File: src/rtl/mmio_pkg.sv
// mmio_pkg: register offsets, error codes and status bit positions shared by the MMIO register bank.
package mmio_pkg;

  localparam logic [5:0] OFF_WIDTH_LO  = 6'h00;
  localparam logic [5:0] OFF_WIDTH_HI  = 6'h01;
  localparam logic [5:0] OFF_HEIGHT_LO = 6'h02;
  localparam logic [5:0] OFF_HEIGHT_HI = 6'h03;
  localparam logic [5:0] OFF_SCALE_LO  = 6'h04;
  localparam logic [5:0] OFF_SCALE_HI  = 6'h05;
  localparam logic [5:0] OFF_MODE      = 6'h06;
  localparam logic [5:0] OFF_STATUS    = 6'h07;
  localparam logic [5:0] OFF_CTRL      = 6'h08;
  localparam logic [5:0] OFF_ERR_CODE  = 6'h09;
  localparam logic [5:0] OFF_IMG_LO    = 6'h0E;
  localparam logic [5:0] OFF_IMG_HI    = 6'h0F;

  localparam logic [7:0] ERR_NONE       = 8'h00;
  localparam logic [7:0] ERR_RANGE      = 8'h01;
  localparam logic [7:0] ERR_BUSY       = 8'h02;
  localparam logic [7:0] ERR_START_BUSY = 8'h03;

  localparam int ST_BUSY_BIT    = 0;
  localparam int ST_DONE_BIT    = 1;
  localparam int ST_ERR_BIT     = 2;
  localparam int CTRL_START_BIT = 0;
  localparam int CTRL_CLEAR_BIT = 1;

  function automatic logic is_cfg(input logic [5:0] off);
    return (off <= OFF_MODE) || (off == OFF_IMG_LO) || (off == OFF_IMG_HI);
  endfunction

  function automatic logic is_field_lo(input logic [5:0] off);
    return (off == OFF_WIDTH_LO) || (off == OFF_HEIGHT_LO) ||
           (off == OFF_SCALE_LO) || (off == OFF_IMG_LO);
  endfunction

  function automatic logic is_field_hi(input logic [5:0] off);
    return (off == OFF_WIDTH_HI) || (off == OFF_HEIGHT_HI) ||
           (off == OFF_SCALE_HI) || (off == OFF_IMG_HI);
  endfunction

  // Shadow slot: width=0, height=1, scale=2, image_in_base=3
  function automatic logic [1:0] field_idx(input logic [5:0] off);
    return off[3] ? 2'd3 : off[2:1];
  endfunction

endpackage

File: src/rtl/mmio_w1c_bit.sv
// mmio_w1c_bit: sticky status bit, set by an event, cleared by write-1; set has priority.
module mmio_w1c_bit (
  input  logic clk,
  input  logic rst,
  input  logic set_i,
  input  logic clr_i,
  output logic q_o
);

  logic q_q;

  // Sticky bit with set-over-clear priority
  always_ff @(posedge clk) begin
    if (rst) begin
      q_q <= 1'b0;
    end else if (set_i) begin
      q_q <= 1'b1;
    end else if (clr_i) begin
      q_q <= 1'b0;
    end else begin
      q_q <= q_q;
    end
  end

  assign q_o = q_q;

endmodule

File: src/rtl/mmio_regbank.sv
// mmio_regbank: byte-wide MMIO register window configuring an image engine.
// Define MMIO_SHADOW_EN to make 16-bit fields commit atomically on their high-byte write.
module mmio_regbank
  import mmio_pkg::*;
#(
  parameter int unsigned       ADDR_W    = 8,
  parameter logic [ADDR_W-1:0] BASE_ADDR = 8'hF0,
  parameter int unsigned       NUM_REGS  = 16
) (
  input  logic              clk,
  input  logic              rst,
  input  logic              wr_en,
  input  logic [ADDR_W-1:0] wr_addr,
  input  logic [7:0]        wr_data,
  output logic              wr_ack,
  output logic              wr_err,
  input  logic              rd_en,
  input  logic [ADDR_W-1:0] rd_addr,
  output logic              rd_valid,
  output logic [7:0]        rd_data,
  input  logic              busy_in,
  input  logic              done_in,
  output logic [15:0]       width,
  output logic [15:0]       height,
  output logic [15:0]       scale_q8_8,
  output logic [15:0]       image_in_base,
  output logic [7:0]        mode_reg,
  output logic [7:0]        status_reg,
  output logic              start_pulse
);

  localparam int unsigned       OFF_W      = $clog2(NUM_REGS);
  localparam logic [ADDR_W-1:0] NUM_REGS_A = ADDR_W'(NUM_REGS);

  logic [7:0]        bank_q [NUM_REGS];
  logic [7:0]        err_code_q, err_code_d;
  logic              wr_ack_q, wr_err_q, wr_err_d;
  logic              rd_valid_q;
  logic [7:0]        rd_data_q, rd_data_d;
  logic              pending_q, start_d, start_pulse_q;
  logic              st_done_q, st_err_q;
  logic [7:0]        status_s;
  logic [ADDR_W-1:0] wr_rel_s, rd_rel_s;
  logic              wr_in_win_s, rd_in_win_s;
  logic [5:0]        wr_off_s, rd_off_s;
  logic [OFF_W-1:0]  wr_idx_s, rd_idx_s;
  logic              bank_we_s, clr_all_s, done_clr_s, err_clr_s;
  logic [1:0]        st_clr_s;
`ifdef MMIO_SHADOW_EN
  logic [7:0]        shadow_q [4];
  logic              shadow_we_s, commit_s;
`endif

  assign wr_rel_s    = wr_addr - BASE_ADDR;
  assign wr_in_win_s = (wr_addr >= BASE_ADDR) && (wr_rel_s < NUM_REGS_A);
  assign wr_off_s    = wr_rel_s[5:0];
  assign wr_idx_s    = wr_off_s[OFF_W-1:0];
  assign rd_rel_s    = rd_addr - BASE_ADDR;
  assign rd_in_win_s = (rd_addr >= BASE_ADDR) && (rd_rel_s < NUM_REGS_A);
  assign rd_off_s    = rd_rel_s[5:0];
  assign rd_idx_s    = rd_off_s[OFF_W-1:0];

  // Busy is a live level, so it bypasses reset and registering
  always_comb begin
    status_s              = 8'h00;
    status_s[ST_BUSY_BIT] = busy_in;
    status_s[ST_DONE_BIT] = st_done_q;
    status_s[ST_ERR_BIT]  = st_err_q;
  end

  // Write decode: rejection checks first, then per-offset side effects
  always_comb begin
    wr_err_d   = 1'b0;
    err_code_d = err_code_q;
    start_d    = 1'b0;
    clr_all_s  = 1'b0;
    st_clr_s   = 2'b00;
    bank_we_s  = 1'b0;
`ifdef MMIO_SHADOW_EN
    shadow_we_s = 1'b0;
    commit_s    = 1'b0;
`endif
    if (wr_en) begin
      if (!wr_in_win_s) begin
        wr_err_d   = 1'b1;
        err_code_d = ERR_RANGE;
      end else if (is_cfg(wr_off_s) && busy_in) begin
        wr_err_d   = 1'b1;
        err_code_d = ERR_BUSY;
      end else if ((wr_off_s == OFF_CTRL) && wr_data[CTRL_START_BIT] && busy_in) begin
        wr_err_d   = 1'b1;
        err_code_d = ERR_START_BUSY;
      end else begin
        case (wr_off_s)
          OFF_STATUS: st_clr_s = {wr_data[ST_ERR_BIT], wr_data[ST_DONE_BIT]};
          OFF_CTRL: begin
            start_d = wr_data[CTRL_START_BIT];
            if (wr_data[CTRL_CLEAR_BIT]) begin
              clr_all_s  = 1'b1;
              err_code_d = ERR_NONE;
            end else begin
              clr_all_s  = 1'b0;
            end
          end
          OFF_ERR_CODE: bank_we_s = 1'b0;
          default: begin
`ifdef MMIO_SHADOW_EN
            if (is_field_lo(wr_off_s)) begin
              shadow_we_s = 1'b1;
            end else if (is_field_hi(wr_off_s)) begin
              bank_we_s = 1'b1;
              commit_s  = 1'b1;
            end else begin
              bank_we_s = 1'b1;
            end
`else
            bank_we_s = 1'b1;
`endif
          end
        endcase
      end
    end else begin
      wr_err_d = 1'b0;
    end
  end

  assign done_clr_s = st_clr_s[0] | clr_all_s;
  assign err_clr_s  = st_clr_s[1] | clr_all_s;

  // Read mux samples current state, so a same-cycle write is not yet visible
  always_comb begin
    rd_data_d = 8'h00;
    if (rd_en && rd_in_win_s) begin
      case (rd_off_s)
        OFF_STATUS:   rd_data_d = status_s;
        OFF_CTRL:     rd_data_d = 8'h00;
        OFF_ERR_CODE: rd_data_d = err_code_q;
        default: begin
`ifdef MMIO_SHADOW_EN
          if (is_field_lo(rd_off_s)) begin
            rd_data_d = shadow_q[field_idx(rd_off_s)];
          end else begin
            rd_data_d = bank_q[rd_idx_s];
          end
`else
          rd_data_d = bank_q[rd_idx_s];
`endif
        end
      endcase
    end else begin
      rd_data_d = 8'h00;
    end
  end

  // Register bank, bus responses, error code and the two-stage start pipeline
  always_ff @(posedge clk) begin
    if (rst) begin
      for (int i = 0; i < NUM_REGS; i++) bank_q[i] <= 8'h00;
      err_code_q    <= 8'h00;
      wr_ack_q      <= 1'b0;
      wr_err_q      <= 1'b0;
      rd_valid_q    <= 1'b0;
      rd_data_q     <= 8'h00;
      pending_q     <= 1'b0;
      start_pulse_q <= 1'b0;
    end else begin
      if (bank_we_s) bank_q[wr_idx_s] <= wr_data;
`ifdef MMIO_SHADOW_EN
      if (commit_s) bank_q[{wr_idx_s[OFF_W-1:1], 1'b0}] <= shadow_q[field_idx(wr_off_s)];
`endif
      err_code_q    <= err_code_d;
      wr_ack_q      <= wr_en;
      wr_err_q      <= wr_err_d;
      rd_valid_q    <= rd_en;
      rd_data_q     <= rd_data_d;
      pending_q     <= start_d;
      start_pulse_q <= pending_q;
    end
  end

`ifdef MMIO_SHADOW_EN
  // Low-byte staging for atomic 16-bit commits
  always_ff @(posedge clk) begin
    if (rst) begin
      for (int i = 0; i < 4; i++) shadow_q[i] <= 8'h00;
    end else if (shadow_we_s) begin
      shadow_q[field_idx(wr_off_s)] <= wr_data;
    end else begin
      shadow_q <= shadow_q;
    end
  end
`endif

  mmio_w1c_bit u_done (
    .clk   (clk),
    .rst   (rst),
    .set_i (done_in),
    .clr_i (done_clr_s),
    .q_o   (st_done_q)
  );

  mmio_w1c_bit u_err (
    .clk   (clk),
    .rst   (rst),
    .set_i (wr_err_d),
    .clr_i (err_clr_s),
    .q_o   (st_err_q)
  );

  assign wr_ack        = wr_ack_q;
  assign wr_err        = wr_err_q;
  assign rd_valid      = rd_valid_q;
  assign rd_data       = rd_data_q;
  assign start_pulse   = start_pulse_q;
  assign status_reg    = status_s;
  assign width         = {bank_q[1], bank_q[0]};
  assign height        = {bank_q[3], bank_q[2]};
  assign scale_q8_8    = {bank_q[5], bank_q[4]};
  assign mode_reg      = bank_q[6];
  assign image_in_base = {bank_q[15], bank_q[14]};

endmodule

File: config.mk
export PLATFORM = sky130hd
export DESIGN_NAME = mmio_regbank
export DESIGN_NICKNAME = d
export VERILOG_FILES = /design/src/rtl/mmio_pkg.sv /design/src/rtl/mmio_w1c_bit.sv /design/src/rtl/mmio_regbank.sv
export SDC_FILE = /design/constraint.sdc
export NUM_CORES = 1
export LEC_CHECK = 0
export CORE_MARGIN = 2
export CORE_UTILIZATION = 45
export CTS_CLUSTER_DIAMETER = 120
export DETAILED_ROUTE_END_ITERATION = 10
export PLACE_DENSITY = 0.79
export REMOVE_ABC_BUFFERS = 1
export SLEW_MARGIN = 20
export SYNTH_ARGS = -nofsm -noshare
export SYNTH_HDL_FRONTEND = slang
export SYNTH_SLANG_ARGS = --single-unit
File: constraint.sdc
create_clock -name clk -period 3.35 [get_ports clk]
set_input_delay 0.67 -clock clk [delete_from_list [all_inputs] [get_ports clk]]
set_output_delay 0.67 -clock clk [all_outputs]
set_load 0.005 [all_outputs]
# --- After elaboration in Yosys (flattened, before gate mapping) ---
# Memory sizes are Yosys's and may differ from the RTL's.
# Index checks and enable logic that the tools add are counted.
op_classes:
  addsub: 2
  order_cmp: 5
  eq_ne: 10
  mux: 38
  bitwise: 6
  n_reduce_logical: 15
op_table:
  columns: ["cell", "n"]
  rows:
  - ["$mux W8", 6]
  - ["$eq A6 B4 Y1 const B", 6]
  - ["$mux W1", 25]
  - ["$pmux W8 S3", 1]
  - ["$ge A8 B8 Y1 const B", 2]
  - ["$lt A8 B5 Y1 const B", 2]
  - ["$sub A8 B8 Y8 const B", 2]
  - ["$eq A6 B3 Y1 const B", 2]
  - ["$mux W2", 5]
  - ["$reduce_or A8 Y1", 1]
  - ["$le A6 B3 Y1 const B", 1]
  - ["$logic_and A1 B1 Y1", 6]
  - ["$reduce_or A6 Y1", 1]
  - ["$mux W4", 1]
  - ["$ne A4 B1 Y1 const B", 1]
  - ["$ne A4 B2 Y1 const B", 1]
  - ["$not A1 Y1", 4]
  - ["$reduce_bool A2 Y1", 2]
  - ["$reduce_and A3 Y1", 1]
  - ["$reduce_or A3 Y1", 1]
  - ["$logic_or A1 B1 Y1", 2]
  - ["$or A1 B1 Y1", 2]
  - ["$reduce_or A2 Y1", 1]
word_totals:
  regBits: 23
  ram_bits: 128
  in_bits: 30
  out_inout_bits: 92
  word_cells: 86
  memories: 1
mem_list:
  columns: ["memory", "depth", "width", "rd", "rd_clocked_by_memory_dff", "write_ports", "line", "rtl"]
  rows:
  - ["bank_q", 16, 8, 10, 0, 16, "mmio_regbank.sv:35", "logic [7:0] bank_q [NUM_REGS];"]

# --- Logic depth before layout (Yosys ltp) ---
# Gate-level depths: netlist of the first run.
depth:
  ltp_word: 13
  mapped_depth: 9
  ltp_nobuf: 6

# --- Modules after synthesis ---
# A second synthesis of the first run with hierarchy kept.
unflattened:
  hier_cells: 518
  hier_area_um2: 6914.1
by_module_without_submodules:
  columns: ["module", "n_inst", "cells_per_inst", "area_each_um2", "seq_area_each_um2"]
  rows:
  - ["mmio_regbank", 1, 510, 6836.6, 4053.9]
  - ["mmio_w1c_bit", 2, 4, 38.8, 20.0]

# --- Least setup slack after synthesis of the first run ---
# No wires, ideal clock.
synth_timing:
  kind: "input port to flip-flop"
  from: "in wr_addr[4]"
  to: "mem bank_q[0][0], enable pin"
  setup_ns: 0.375
  t_arrival_ns: 2.500
  required_time_ns: 2.975
  path_slack_ns: 0.476
  cell_stages: 8
  path_buffers: 2
  path_cell_list: "ha_1 clkbuf_2 inv_1 o211ai_1 o211ai_2 or4_1 buf_6 o21bai_1"
synth_lines:
  columns: ["item", "line", "rtl"]
  rows:
  - ["start, declared", "mmio_regbank.sv:13", "input logic [ADDR_W-1:0] wr_addr,"]
  - ["end, declared", "mmio_regbank.sv:35", null]

==> impl_metrics.csv, run 1 <==
group,metric,value,unit
clock_network,clock_latency,0.42,ns
logic_synthesis,netlist.area_leader.share,55.60,%
drt,ant_nets,0,
die,fp.dieH,127.9,um
setup_path,cp-startpoint,"wr_addr[4]",
clock_network,cts_tree,"done",
drt,wl_per_cell,22.23,um
worst_hold_path,hp-start,"pending_q",
logic_synthesis,ys_seq_area_share,60.52,%
cells_and_area,largest_register,"bank_q",
logic_synthesis,ys_types,47,
cells_and_area,largest_reg_flops,128,
setup_path,max_stage_delay,0.75,ns
global_route,grt.total_usage,23.94,%
cells_and_area,layout-drive-gt1-share,22.26,%
power_and_ir_drop,p_leak,2.927,nW
sta,worstMarginPinSlew,0.9622,ns
sta,rsz0062_at_grt,"false",
drt,drcViolationCount,0,
logic_synthesis,synth_area,0.006913,mm2
clock_network,ctsLongestPathBuffers,2,
logic_synthesis,syn_inst,500,
drt,viasPerCell,5.744,
cells_and_area,layout_common_cells,"128 x edfxtp_1, 115 x clkdlybuf4s50_1, 104 x nor2_1, 47 x nand2_1, 45 x buf_4",
setup_path,r2r_start,"bank_q[4][1]",
clock_network,cts_resized,0,
clock_network,cts_max_level,4,
cells_and_area,nets,676,
global_route,grt_max_degree,35,
cells_and_area,seq_area,0.004184,mm2
logic_synthesis,synth_area_per_cell,13.83,um2
die,io_pins,122,
setup_path,cp-start-kind,"input port",
clock_network,cts_root_buffer,"clkbuf_16",
die,core-area,0.01509,mm2
power_and_ir_drop,finalPower,4.306,mW
logic_synthesis,async_flop_share,0,%
global_route,antenna_found_initial,0,
clock_network,clkTransAtPathRegs,0.06,ns
die,die_area,0.01637,mm2
global_route,grt_pass1_wl,28740,um
clock_network,cts_hold_buf,0,
power_and_ir_drop,power_density,480.9,mW/mm2
logic_synthesis,ys_warn_count,0,
sta,finClkSkew,0.007177,ns
logic_synthesis,synth_area_leaders,"edfxtp_1 56%, mux4_2 13%, nor2_1 5.6%, dfxtp_1 4.9%, nor2_4 4.9%",
placed_design,place_congestion,0.8784,
clock_network,post_cts_buffers,0,
placed_design,dp.cells,813,
sta,fmax,329.0,MHz
clock_network,cts_buffers,17,
sta,hold_viol,0,
clock_network,clock-sinks,145,
sta,whs,0.4609,ns
logic_synthesis,yosysTopAreaCell,"edfxtp_1",
job,cap_violations,0,
drt,drt_iter0_drc,454,
logic_synthesis,synth-main-ff-cell,"edfxtp_1",
placed_design,dp_hpwl,13820,um
logic_synthesis,synth_edf_count,128,
sta,relSlewSlack,35.72,%
cells_and_area,fillers,1130,
sta,period_share,90.73,%
cells_and_area,layout.cells.non_filler,844,
drt,first_pass_iters,5,
setup_path,endpoint_kind,"flop",
global_route,grt_pass1_vias,5011,
sta,setup_violations,0,
logic_synthesis,synth-seq-cells,145,
die,chipWidth,127.9,um
drt,wl,18770,um
cells_and_area,multi_input_area,0.002439,mm2
cells_and_area,area_delta_synth_final,29.54,%
sta,slew_violations,0,
setup_path,cp_max_fo,8,
cells_and_area,final_common_cell,"edfxtp_1",
die,start_util,45.81,%
setup_path,path_cells,"clkdlybuf4s50_1 > ha_1 > nand3_1 > a211oi_2 > o211ai_2 > or4_2 > o21bai_1 > buf_4",
cells_and_area,antenna_cells,0,
setup_path,path_class,"input port to flop",
setup_path,cp.required,3.48,ns
power_and_ir_drop,vdd_ir_drop_max,0.3846,mV
die,rows,45,
worst_hold_path,hold_path.class,"flop to flop",
run_status,outcome,"finished clean",
drt,via_count,4848,
setup_path,slowest_stage,"or4_2",
setup_path,cp.arrival,3.17,ns
global_route,grt-ovfl-total,0,
sta,fin_crit,3.039,ns
placed_design,io_buffers,116,
path summary, 6_finish.rpt:
check	end	cells past startpoint	slack [ns]
max	bank_q[8][6]	8	0.31
min	start_pulse	1	0.46
max reg2reg	rd_data[1]	4	1.59
min reg2reg	start_pulse	1	0.46
layer usage:
layer  track usage (%)  up-vias  routed length [um]
li1                  -     2106                   -
met1             29.57     2395                6873
met3             5.885       43                1761
met2             39.76      304                9454
met5                 0        -                   0
met4             11.44        0                 676
Yosys cell counts (2+ instances only):
master	n
a21oi_1	6
nand3_1	7
or2_2	2
buf_12	3
clkbuf_1	12
mux4_2	40
a22oi_1	2
buf_4	10
nand2b_1	5
ha_1	2
nand2_1	47
o21ai_0	3
buf_6	2
buf_2	13
nor3b_1	2
nor2_1	104
o21bai_1	17
nor2_4	30
o22ai_1	3
inv_1	8
edfxtp_1	128
nor2b_1	5
mux2i_1	2
a31oi_1	3
and3_1	5
dfxtp_1	17
nand4_1	2
kinds of logic (layout without fill, tap and decap cells):
logic type / after synthesis / count (layout) / synth area share (%)
other: 1 / 5 / 0.05425
multiplexers: 42 / 42 / 13.32
adder cells (fa/ha/maj): 2 / 2 / 0.3619
AND/OR/NAND/NOR: 216 / 216 / 16.54
AO/OA/AOI/OAI: 44 / 44 / 4.760
buffers and inverters: 50 / 202 / 4.434
flip-flops: 145 / 145 / 60.52
power by group:
part           switching, mW  internal [mW]
Combinational          0.219          0.246
Sequential            0.0443           2.05
Clock                  0.681           1.07
final cells by class:
type                            instances  area share, %
Clock buffer                           20          4.876
Clock inverter                         11          1.076
Inverter                                8         0.3353
Multi-Input combinational cell        309          27.23
Sequential cell                       145          46.72
Tap cell                              188          2.627
Timing Repair Buffer                  163          17.13
worst max-delay path, delay by kind of cell:
kind	cells	cell delay [ns]
simple gates	2	0.88
buf+inv	2	0.74
compound gates	3	0.65
fa+ha+maj	1	0.22
per-stage QoR:
stage / setup TNS (ns) / setup slack [ns] / cell area [um2] / utilization [%]
after floorplan: -55.97 / -1.162 / 6651 / -
after global placement: 0 / 0.06252 / 8422 / 55.81
after detailed placement: -1.020 / -0.03889 / 8422 / 55.81
after CTS: 0 / 0.3525 / 8955 / 59.34
after global routing: 0 / 0.1500 / 8955 / 59.34
final: 0 / 0.3106 / 8955 / 59.34
(Power assumes the default switching activity.)
==> inputs of run 2 (changes only) <==
==> constraint.sdc (replaced) <==
create_clock -name clk -period 3.35 [get_ports clk]
set_input_delay 0.8375 -clock clk [delete_from_list [all_inputs] [get_ports clk]]
set_output_delay 0.8375 -clock clk [all_outputs]
set_load 0.005 [all_outputs]
==> run 2 against run 1 <==
Worst hold slack better by 0.0029 ns. Clock skew is 0.0021 ns higher. Global-route usage increased by 0.057 points. Final cell count is 0.71% higher. Critical path type unchanged. Critical endpoint is now bank_q[12][7]. Highest routed layer unchanged.
==> impl_metrics.csv, run 2 (synthesis gave the netlist of run 1 again) <==
group,metric,value,unit
cells_and_area,layout-drive-gt1-share,23.41,%
sta,whs,0.4639,ns
drt,ant_nets,0,
die,die_area,0.01637,mm2
die,core-area,0.01509,mm2
setup_path,path_class,"input port to flop",
job,cap_violations,0,
cells_and_area,largest_reg_flops,128,
sta,setup_slack,0.1413,ns
global_route,antenna_found_initial,0,
die,rows,45,
sta,slew_violations,0,
cells_and_area,final_cell_area,0.008985,mm2
sta,period_share,95.78,%
clock_network,post_cts_buffers,0,
sta,worstMarginPinSlew,0.8341,ns
sta,fin_crit,3.209,ns
drt,wl,18720,um
power_and_ir_drop,power_density,469.7,mW/mm2
sta,hold_viol,0,
cells_and_area,layout.cells.non_filler,850,
setup_path,cp.required,3.48,ns
clock_network,cts_resized,0,
drt,drcViolationCount,0,
drt,first_pass_iters,5,
cells_and_area,area_delta_synth_final,29.97,%
clock_network,ctsLongestPathBuffers,2,
clock_network,cts_tree,"done",
cells_and_area,postLayoutCoreUtil,59.54,%
placed_design,io_buffers,116,
global_route,grt_pass1_wl,28790,um
sta,setup_violations,0,
run_status,outcome,"finished clean",
global_route,grt_max_degree,35,
cells_and_area,nets,681,
power_and_ir_drop,vdd_ir_drop_max,0.4109,mV
drt,drt_iter0_drc,544,
placed_design,dp.cells,818,
worst_hold_path,hold_path.class,"flop to flop",
sta,tns,0,ns
clock_network,clkTransAtPathRegs,0.06,ns
placed_design,dp_hpwl,13860,um
drt,via_count,4899,
placed_design,post_dp_cell_area,0.008472,mm2
clock_network,clock-sinks,145,
setup_path,cp_max_fo,8,
clock_network,clock_latency,0.42,ns
global_route,grt_pass1_vias,4984,
global_route,grt.total_usage,24.00,%
clock_network,cts_buffers,17,
clock_network,cts_hold_buf,0,
sta,fmax,311.7,MHz
cells_and_area,fillers,1131,
power_and_ir_drop,finalPower,4.220,mW
clock_network,cts_max_level,4,
setup_path,cp-start-kind,"input port",
global_route,grt-ovfl-total,0,
die,start_util,45.81,%
clock_network,cts_root_buffer,"clkbuf_16",
setup_path,cp.arrival,3.33,ns
placed_design,place_congestion,0.9181,
cells_and_area,antenna_cells,0,
die,fp.dieH,127.9,um
placed_design,pre_cts_slack,-0.2138,ns
cells_and_area,largest_register,"bank_q",
die,chipWidth,127.9,um
die,io_pins,122,
cells_and_area,final_common_cell,"edfxtp_1",
power_and_ir_drop,p_leak,2.952,nW
setup_path,r2r_slack,1.58,ns
sta,rsz0062_at_grt,"false",
drt,viasPerCell,5.764,
drt,wl_per_cell,22.02,um
cells_and_area,layout_common_cells,"128 x edfxtp_1, 115 x clkdlybuf4s50_1, 104 x nor2_1, 49 x buf_4, 47 x nand2_1",
sta,relSlewSlack,44.28,%
sta,finClkSkew,0.009288,ns
setup_path,endpoint_kind,"flop",
run 2: cell count changes in the layout (fill, tap and decap cells not counted):
cell,delta
buf_4,+4
clkinv_4,+1
bufinv_16,-2
clkinv_1,-7
buf_12,+1
clkinv_2,+3
clkbuf_1,+4
clkbuf_8,+2
run 2: final timing paths:
path / start / depth (start not counted) / to
max reg2reg: bank_q[14][4] / 3 / rd_data[4]
min reg2reg: pending_q / 1 / start_pulse
min: pending_q / 1 / start_pulse
max: wr_addr[4] / 8 / bank_q[12][7]
run 2: worst max-delay path, cell delays in order:
cell,delay [ns]
clkdlybuf4s50_1,0.52
ha_1,0.29
inv_1,0.08
o211ai_1,0.27
o211ai_2,0.14
or4_2,0.75
o21bai_1,0.22
buf_4,0.22
run 2: per-layer routing:
metal  GRT usage (%)  vias up  part of all wire (%)
met5               0        -                     0
met4           9.050        0                   3.2
met3           6.260       50                   9.8
met2           40.36      341                    50
met1           30.00     2387                    37
li1                -     2121                     -
run 2: layout make-up:
cell class / instances / area (um2) / share of cell area (%)
Tap cell: 188 / 235.2 / 2.618
Multi-Input combinational cell: 309 / 2439 / 27.14
Sequential cell: 145 / 4184 / 46.57
Clock inverter: 6 / 33.78 / 0.3760
Inverter: 8 / 30.03 / 0.3342
Clock buffer: 26 / 479.2 / 5.334
Timing Repair Buffer: 168 / 1584 / 17.63
run 2: report_power, final:
part	switching [mW]	leakage (nW)	internal, mW
Sequential	0.0445	1.35	2.05
Clock	0.681	0.256	0.978
Combinational	0.219	1.34	0.250
==> inputs of run 3 (changes only) <==
--- a/config.mk
+++ b/config.mk
@@ -8,6 +8,7 @@
 export CORE_MARGIN = 2
 export CORE_UTILIZATION = 45
 export CTS_CLUSTER_DIAMETER = 120
+export CTS_CLUSTER_SIZE = 10
 export DETAILED_ROUTE_END_ITERATION = 10
 export PLACE_DENSITY = 0.79
 export REMOVE_ABC_BUFFERS = 1
==> results of run 3 <==
Same layout as run 2: the final DEF is identical, and so are final timing and power.
